File: src/rtl/sha256_pkg.sv
// ============================================================================
// Module      : sha256_pkg
// Description : Shared types and constants for the SHA-256 message packer.
//               Holds the chunk geometry, the packer state encoding and the
//               byte-count type that sizes byte_valid.
// Revision    : 1.0 - initial release
// ============================================================================
`default_nettype none

package sha256_pkg;

  localparam int SHA_CHUNK_BYTES = 55;
  localparam int SHA_CHUNK_W     = 440;

  typedef enum logic [2:0] {
    PKR_FILL,
    PKR_EMIT,
    PKR_GAP,
    PKR_TERM,
    PKR_WAIT_HASH
  } pkr_state_t;

  // Byte count within one chunk; 6 bits bounds a chunk at 63 bytes.
  typedef logic [5:0] sha_bcnt_t;

endpackage

`default_nettype wire

File: src/rtl/sha256_msg_packer.sv
// ============================================================================
// Module      : sha256_msg_packer
// Description : Packs a valid/ready byte stream MSB-first into chunks of up to
//               CHUNK_BYTES bytes for the SHA-256 core. Issues one msg_valid
//               strobe per chunk, then a terminator strobe (byte_valid=0) per
//               message, and optionally waits for hash_done before accepting
//               the next message.
// Ports       : clk, rst_n            - clock, async active-low reset
//               s_valid/s_data/s_keep/s_last/s_ready - byte stream input
//               msg_valid/byte_valid/msg_word        - chunk output to core
//               hash_done             - core finished current message
//               busy                  - message in progress
//               msg_len (option)      - running byte count of the message
// Options     : SHA_PKR_LEN_CNT_EN - adds the 64-bit msg_len output.
// Revision    : 1.0 - initial release
// ============================================================================
`default_nettype none

module sha256_msg_packer
  import sha256_pkg::*;
#(
  parameter int CHUNK_BYTES = SHA_CHUNK_BYTES,
  parameter int GAP_CYCLES  = 1,
  parameter int WAIT_DONE   = 1
) (
  input  logic                     clk,
  input  logic                     rst_n,
  input  logic                     s_valid,
  input  logic [7:0]               s_data,
  input  logic                     s_keep,
  input  logic                     s_last,
  output logic                     s_ready,
  output logic                     msg_valid,
  output logic [5:0]               byte_valid,
  output logic [CHUNK_BYTES*8-1:0] msg_word,
  input  logic                     hash_done,
`ifdef SHA_PKR_LEN_CNT_EN
  output logic [63:0]              msg_len,
`endif
  output logic                     busy
);

  localparam int        CW      = CHUNK_BYTES * 8;
  localparam int        GAP_W   = (GAP_CYCLES > 1) ? $clog2(GAP_CYCLES) : 1;
  localparam sha_bcnt_t C_CHUNK = sha_bcnt_t'(CHUNK_BYTES);
  localparam sha_bcnt_t C_ONE   = sha_bcnt_t'(1);

  pkr_state_t       state_q, state_d;
  sha_bcnt_t        count_q, count_d;
  logic [CW-1:0]    buf_q, buf_d;
  logic             last_q, last_d;       // final beat of the message seen
  logic [GAP_W-1:0] gap_q, gap_d;
  logic             s_ready_q;
  logic             busy_q;
  logic             accept;
  logic [CW-1:0]    byte_at_top;

  assign accept      = s_valid && s_ready_q;
  // Incoming byte placed in slot 0; shifted right into slot count on write.
  assign byte_at_top = {s_data, {(CW-8){1'b0}}};

  always_comb begin
    state_d = state_q;
    count_d = count_q;
    buf_d   = buf_q;
    last_d  = last_q;
    gap_d   = gap_q;
    case (state_q)
      PKR_FILL: begin
        if (accept) begin
          if (s_keep) begin
            // Buffer is zero beyond count, so OR-ing in the byte is a write.
            buf_d   = buf_q | (byte_at_top >> {count_q, 3'b000});
            count_d = count_q + C_ONE;
          end
          if (s_last) begin
            last_d  = 1'b1;
            state_d = (count_d != '0) ? PKR_EMIT : PKR_TERM;
          end else if (count_d == C_CHUNK) begin
            state_d = PKR_EMIT;
          end
        end
      end
      PKR_EMIT: begin
        buf_d   = '0;
        count_d = '0;
        gap_d   = '0;
        state_d = PKR_GAP;
      end
      PKR_GAP: begin
        if (gap_q == GAP_W'(GAP_CYCLES - 1)) begin
          state_d = last_q ? PKR_TERM : PKR_FILL;
        end else begin
          gap_d = gap_q + GAP_W'(1);
        end
      end
      PKR_TERM: begin
        last_d  = 1'b0;
        gap_d   = '0;
        state_d = (WAIT_DONE != 0) ? PKR_WAIT_HASH : PKR_GAP;
      end
      PKR_WAIT_HASH: begin
        if (hash_done) state_d = PKR_FILL;
      end
      default: state_d = PKR_FILL;
    endcase
  end

  always_ff @(posedge clk or negedge rst_n) begin
    if (!rst_n) begin
      state_q   <= PKR_FILL;
      count_q   <= '0;
      buf_q     <= '0;
      last_q    <= 1'b0;
      gap_q     <= '0;
      s_ready_q <= 1'b0;
      busy_q    <= 1'b0;
    end else begin
      state_q   <= state_d;
      count_q   <= count_d;
      buf_q     <= buf_d;
      last_q    <= last_d;
      gap_q     <= gap_d;
      // Registered decode of the next state keeps s_valid off the s_ready path.
      s_ready_q <= (state_d == PKR_FILL);
      busy_q    <= (state_d != PKR_FILL) || (count_d != '0);
    end
  end

  assign s_ready    = s_ready_q;
  assign busy       = busy_q;
  assign msg_valid  = (state_q == PKR_EMIT) || (state_q == PKR_TERM);
  assign byte_valid = (state_q == PKR_EMIT) ? count_q : '0;
  assign msg_word   = (state_q == PKR_EMIT) ? buf_q : '0;

`ifdef SHA_PKR_LEN_CNT_EN
  logic [63:0] len_q, len_d;
  logic        new_msg_q, new_msg_d;   // next accepted beat starts a message

  always_comb begin
    len_d     = len_q;
    new_msg_d = new_msg_q;
    if (state_q == PKR_TERM) begin
      new_msg_d = 1'b1;
    end else if (accept) begin
      if (new_msg_q) begin
        len_d     = s_keep ? 64'd1 : 64'd0;
        new_msg_d = 1'b0;
      end else if (s_keep && (len_q != '1)) begin
        len_d = len_q + 64'd1;
      end
    end
  end

  always_ff @(posedge clk or negedge rst_n) begin
    if (!rst_n) begin
      len_q     <= '0;
      new_msg_q <= 1'b1;
    end else begin
      len_q     <= len_d;
      new_msg_q <= new_msg_d;
    end
  end

  assign msg_len = len_q;
`endif

endmodule

`default_nettype wire
File: config.mk
export PLATFORM = sky130hd
export DESIGN_NAME = sha256_msg_packer
export DESIGN_NICKNAME = d
export VERILOG_FILES = /design/src/rtl/sha256_pkg.sv /design/src/rtl/sha256_msg_packer.sv
export SDC_FILE = /design/constraint.sdc
export NUM_CORES = 1
export LEC_CHECK = 0
export CORE_MARGIN = 1.5
export CORE_UTILIZATION = 35
export CTS_BUF_LIST = sky130_fd_sc_hd__clkbuf_8 sky130_fd_sc_hd__clkbuf_16
export DETAILED_ROUTE_END_ITERATION = 8
export GPL_ROUTABILITY_DRIVEN = 0
export HOLD_SLACK_MARGIN = 0.05
export PLACE_DENSITY = 0.7
export SLEW_MARGIN = 5
export SYNTH_ARGS = -nofsm -noshare
export SYNTH_HDL_FRONTEND = slang
export SYNTH_SLANG_ARGS = --single-unit
File: constraint.sdc
create_clock -name clk -period 1.8 [get_ports clk]
set_clock_uncertainty 0.2 [all_clocks]
set_input_delay 0.36 -clock clk [delete_from_list [all_inputs] [get_ports clk]]
set_output_delay 0.36 -clock clk [all_outputs]
set_load 0.005 [all_outputs]
* After elaboration in Yosys (flattened, before gate mapping)
Index checks and enable logic that the tools add are counted.
Widths: inputs -> output; s select.
** Storage, ports and cells
- Flip-flop bits (word level) :: 453
- Bits of input ports :: 14
- Output and inout port bits :: 449
- Logic and storage cells :: 56
** Cells by class
- Add/sub/neg operators :: 2
- Equality and inequality tests :: 8
- Shifts and indexed selects :: 1
- Mux-type cells :: 23
- Bitwise gates (word level) :: 1
- Reduce and logical (&&, ||, !) cells :: 14
** Operators with widths (number)
- $mux 440 :: 3
- $pmux 440 s2 :: 1
- $or 440x440->440 :: 1
- $shr 440x9->440 :: 1
- $mux 6 :: 5
- $mux 3 :: 5
- $pmux 3 s5 :: 1
- $pmux 6 s2 :: 1
- $reduce_bool 6->1 :: 2
- $add 6x1->6 const B :: 1
- $eq 3x2->1 const B :: 2
- $eq 6x6->1 const B :: 1
- $logic_not 3->1 :: 2
- $ne 2x2->1 const B :: 3
- $reduce_and 3->1 :: 2
- $reduce_bool 2->1 :: 3
- $mux 2 :: 2
- $pmux 1 s2 :: 2
- $eq 3x1->1 const B :: 1
- $eq 3x3->1 const B :: 1
- $mux 1 :: 3
- $reduce_bool 3->1 :: 1
- $logic_or 1x1->1 :: 2
- $reduce_or 2->1 :: 1
- 2 further kinds :: 2

* Longest topological paths before layout
- Word-level depth :: 11
- Gate-level depth with buffers :: 9
- Mapped depth without buffers :: 6

* Least setup slack after synthesis
OpenSTA, ideal clock, no wires.
- Kind :: register -> output
- Start point :: register state_q[0]
- End point :: output msg_word[100]
- Arrival time :: 1.461 ns
- Required time :: 1.240 ns
- Setup slack :: -0.221 ns
- Stages on the path, launching flop included :: 6
- Buffers on the path :: 4
- Cells stage by stage :: dfrtp_1 clkbuf_1 clkbuf_1 clkbuf_1 clkbuf_1 and3_1
** Between the ends
- Longest elaborated chain between the ends :: 2
** Ends and longest elaborated chain
- from (decl) :: line sha256_msg_packer.sv:48 : pkr_state_t state_q, state_d;
- from (signal assigned) :: line sha256_msg_packer.sv:119 : state_q <= state_d;
- $eq 3x1->1 :: line sha256_msg_packer.sv:134 : assign msg_word = (state_q == PKR_EMIT) ? buf_q : '0;
- $mux 440 :: line sha256_msg_packer.sv:134
- to (decl) :: line sha256_msg_packer.sv:35 : output logic [CHUNK_BYTES*8-1:0] msg_word,
No other way between the ends.

* Worst setup path in the final report
- Start point :: register state_q[1]
- End point :: output msg_word[3]
The elaborated chain is that of the path after synthesis.

==> flow_metrics.py <==
metrics = {
    "clock_network": {
        "clock_path_buffers": 3,
        "path_clk_slew_ns": 0.06,
        "clock_latency_ns": 0.58,
        "cts_tree": "built",
        "numCtsBuffers": 48,
        "htreeDepth": 2,
        "clock_sinks": 452,
        "cts_root_buf": "clkbuf_16",
    },
    "synthesis": {
        "syn_area_um2": 20260,
        "synth_top_family_by_area": "simple AND/OR/NAND/NOR gates",
        "synth.most_common_cell": "nor2_1",
        "synth_mux_area_share_pct": 0,
        "ys_top_cells_by_area": "dfrtp_1 (56%), and3_1 (14%), a21oi_1 (11%)",
        "synth_cells": 2255,
        "synth-simple-area-share_pct": 26.72,
        "synth_edf_count": 0,
        "yosysWarnings": 0,
        "yosys_register_bits": 452,
        "synthTopCellsByCount": "nor2_1 (508), and3_1 (459), dfrtp_1 (452)",
        "syn_avg_cell_area_um2": 8.983,
        "synth_cell_types": 46,
        "synth_nets": 2270,
        "synthXorXnorAreaFrac_pct": 0.1297,
        "netlist.area_leader.share_pct": 55.84,
        "ys_async_sr_fraction_pct": 100.0,
        "ys_seq_area_share_pct": 55.84,
        "ys.flop_type": "dfrtp_1",
        "synth_fa_ha_area_share_pct": 0.06177,
        "yosys.area.top_type": "dfrtp_1",
        "synth_compound_area_share_pct": 11.96,
    },
    "routing": {
        "post_drt_wl_per_cell_um": 21.08,
        "viasPerCell": 5.384,
        "ant_nets": 0,
        "routed_wl_mm": 75.33,
        "drc": 0,
        "drtIter0Drc": 1891,
        "firstDrtPassIters": 5,
        "vias": 19236,
    },
    "sta": {
        "period_share_pct": 162.8,
        "fmax_mhz": 341.2,
        "tightest_slew_ns": 0.5385,
        "setup_viol": 897,
        "layout_setup_ws_ns": -1.131,
        "tns_ns": -625.76,
        "hold_violations": 0,
        "finalMaxSlewViolations": 0,
        "holdWs_ns": 0.07864,
        "period_minus_slack_ns": 2.931,
        "grt_setup_unrepaired": "yes",
        "slew_headroom_pct": 64.10,
    },
    "worst_setup_path": {
        "slowest_stage": "clkdlybuf4s50_1",
        "path_class": "reg -> out",
        "cpMostUsedCell": "buf_12",
        "reg2reg_to": "buf_q[313]",
        "reg2reg_setup_slack_ns": -0.64,
        "path_max_fanout": 44,
        "reg2reg_depth": 9,
        "cp-start-kind": "flip-flop",
        "max_stage_delay_ns": 0.51,
        "regToRegStartpoint": "state_q[1]",
        "crit_start": "state_q[1]",
        "cp-end-kind": "output port",
        "cp_data_arrival_time_ns": 2.37,
        "crit_chain": "nor2_4, buf_12, buf_12, and3_1, clkdlybuf4s50_1",
        "cp.required_ns": 1.24,
    },
    "placed_design": {
        "dp.final_hpwl_mm": 53.23,
        "port_buffers": 462,
        "dp_slack_ns": -0.7247,
    },
    "grt": {
        "antenna_found_initial": 2,
        "grt_pass1_vias": 19064,
        "grt_max_degree": 72,
        "gr-total-overflow": 0,
        "grt_first_pass_wirelength_mm": 114.0,
        "grt_usage_pct": 24.62,
    },
    "power_and_ir_drop": {
        "p_leak_nw": 15.48,
        "power_density_nw_per_um2": 1071,
        "ir_drop_v": 0.0006512,
        "power_mw": 31.15,
    },
    "final_layout": {
        "nNetsFinal": 2795,
        "fillCellCount": 5109,
        "drive_gt1_share_pct": 14.45,
        "syn_to_final_growth_pct": 43.55,
    },
    "status": {
        "violations": "setup timing",
        "status": "complete, but fails checks",
    },
    "die": {
        "rows": 87,
        "die_h_um": 243.6,
        "dieArea_um2": 59330,
        "core_area_um2": 56820,
        "pin_count": 463,
        "fp.dieW_um": 243.6,
        "initial_core_util_pct": 35.65,
    },
    "run": {
        "drv_cap": 0,
    },
    "hold_path": {
        "holdCritPathClass": "in -> async",
    },
}
-- final cells by class --
| cell class | instances | area, um^2 | share of cell area [%] |
|---|---|---|---|
| Multi-Input combinational cell | 1549 | 7961 | 27.38 |
| Inverter | 6 | 22.52 | 0.07745 |
| Sequential cell | 452 | 11310 | 38.91 |
| Tap cell | 756 | 945.9 | 3.253 |
| Clock buffer | 57 | 1325 | 4.557 |
| Timing Repair Buffer | 723 | 7301 | 25.11 |
| Clock inverter | 29 | 205.2 | 0.7057 |
| Antenna cell | 1 | 2.502 | 0.008606 |
-- metal layers --
metal | wire length [um] | GRT usage [%] | vias to the layer above
li1 | - | - | 8696
met1 | 31110 | 32.62 | 9463
met2 | 35480 | 39.94 | 934
met3 | 6389 | 5.541 | 143
met4 | 2356 | 8.007 | 0
met5 | 0 | 0 | -
-- cells in the final DEF (no fill, tap or decap), types with 3 or more instances in the layout --
master | Yosys | final
clkinvlp_4 | 0 | 3
or3_1 | 4 | 4
and3_1 | 459 | 448
inv_6 | 0 | 3
o21ai_0 | 10 | 9
inv_1 | 6 | 17
buf_4 | 4 | 195
nor4_1 | 3 | 3
nand2b_1 | 4 | 4
nand3b_1 | 3 | 3
nand3_1 | 5 | 5
nor4_4 | 3 | 3
dlymetal6s2s_1 | 0 | 11
clkbuf_2 | 1 | 23
clkbuf_8 | 0 | 9
buf_6 | 2 | 12
clkbuf_16 | 0 | 50
nand4_1 | 5 | 5
a21oi_1 | 445 | 445
dlygate4sd2_1 | 0 | 3
clkinv_2 | 0 | 8
nor2b_1 | 3 | 3
clkdlybuf4s50_1 | 0 | 399
nand2_1 | 31 | 31
and2_1 | 31 | 30
nor2_2 | 0 | 3
clkdlybuf4s15_2 | 0 | 4
and3_4 | 0 | 11
nor3_1 | 5 | 4
buf_12 | 0 | 61
buf_2 | 68 | 8
dfrtp_1 | 452 | 451
nor2_1 | 508 | 504
-- report_power, final --
part | total, mW | internal [mW] | leakage (nW) | switching [mW]
clock network | 9.61 | 5.41 | 0.795 | 4.20
logic | 10.7 | 3.95 | 8.40 | 6.77
registers | 10.8 | 10.6 | 6.28 | 0.279
-- state kept, by name, indices dropped and copies added, names as in the netlist --
| register | cells |
|---|---|
| count_q | 6 |
| s_ready | 1 |
| state_q | 3 |
| buf_q | 440 |
| last_q | 1 |
| busy | 1 |
-- critical path: cells and delay by family (launching register included) --
kind	cells	cell delay [ns]
simple gates	2	0.42
buf+inv	3	0.94
flops	1	0.41
-- stage by stage --
stage / instances / utilization, % / instance area, um^2
finish: 3573 / 51.17 / 29080
global route: 3573 / 51.17 / 29080
CTS: 3568 / 51.18 / 29080
detailed placement: 3481 / 48.43 / 27520
global placement: 3481 / 48.43 / 27520
floorplan: 2255 / - / 20720
-- logic make-up (layout without fill, tap and decap cells) --
family / after synthesis / in the layout
AND/OR/NAND/NOR: 1073 / 1073
AO/OA/AOI/OAI: 472 / 472
flip-flops: 452 / 452
buffers and inverters: 254 / 815
XOR/XNOR: 3 / 3
adder cells (fa/ha/maj): 1 / 1
other: 0 / 1
-- what timing repair did --
action	CTS	global route
hold buffers	1	0
endpoints found under the setup margin	896	897
gates resized for setup	107	67
cloned	0	2
hold endpoints to repair	452	0
pin swaps	4	2
setup buffers	0	2
-- worst max path at each step --
| stage | end | slack, ns |
|---|---|---|
| 6_report | msg_word[3] | -1.13 |
| 2_1_floorplan | s_ready | -0.16 |
| 4_1_cts | msg_word[394] | -1.18 |
| 3_3_place_gp | s_ready | -0.63 |
| 3_5_place_dp | buf_q[313] | -0.72 |
| 5_1_grt | msg_word[392] | -1.21 |
Power figures use the tool's default switching activity.
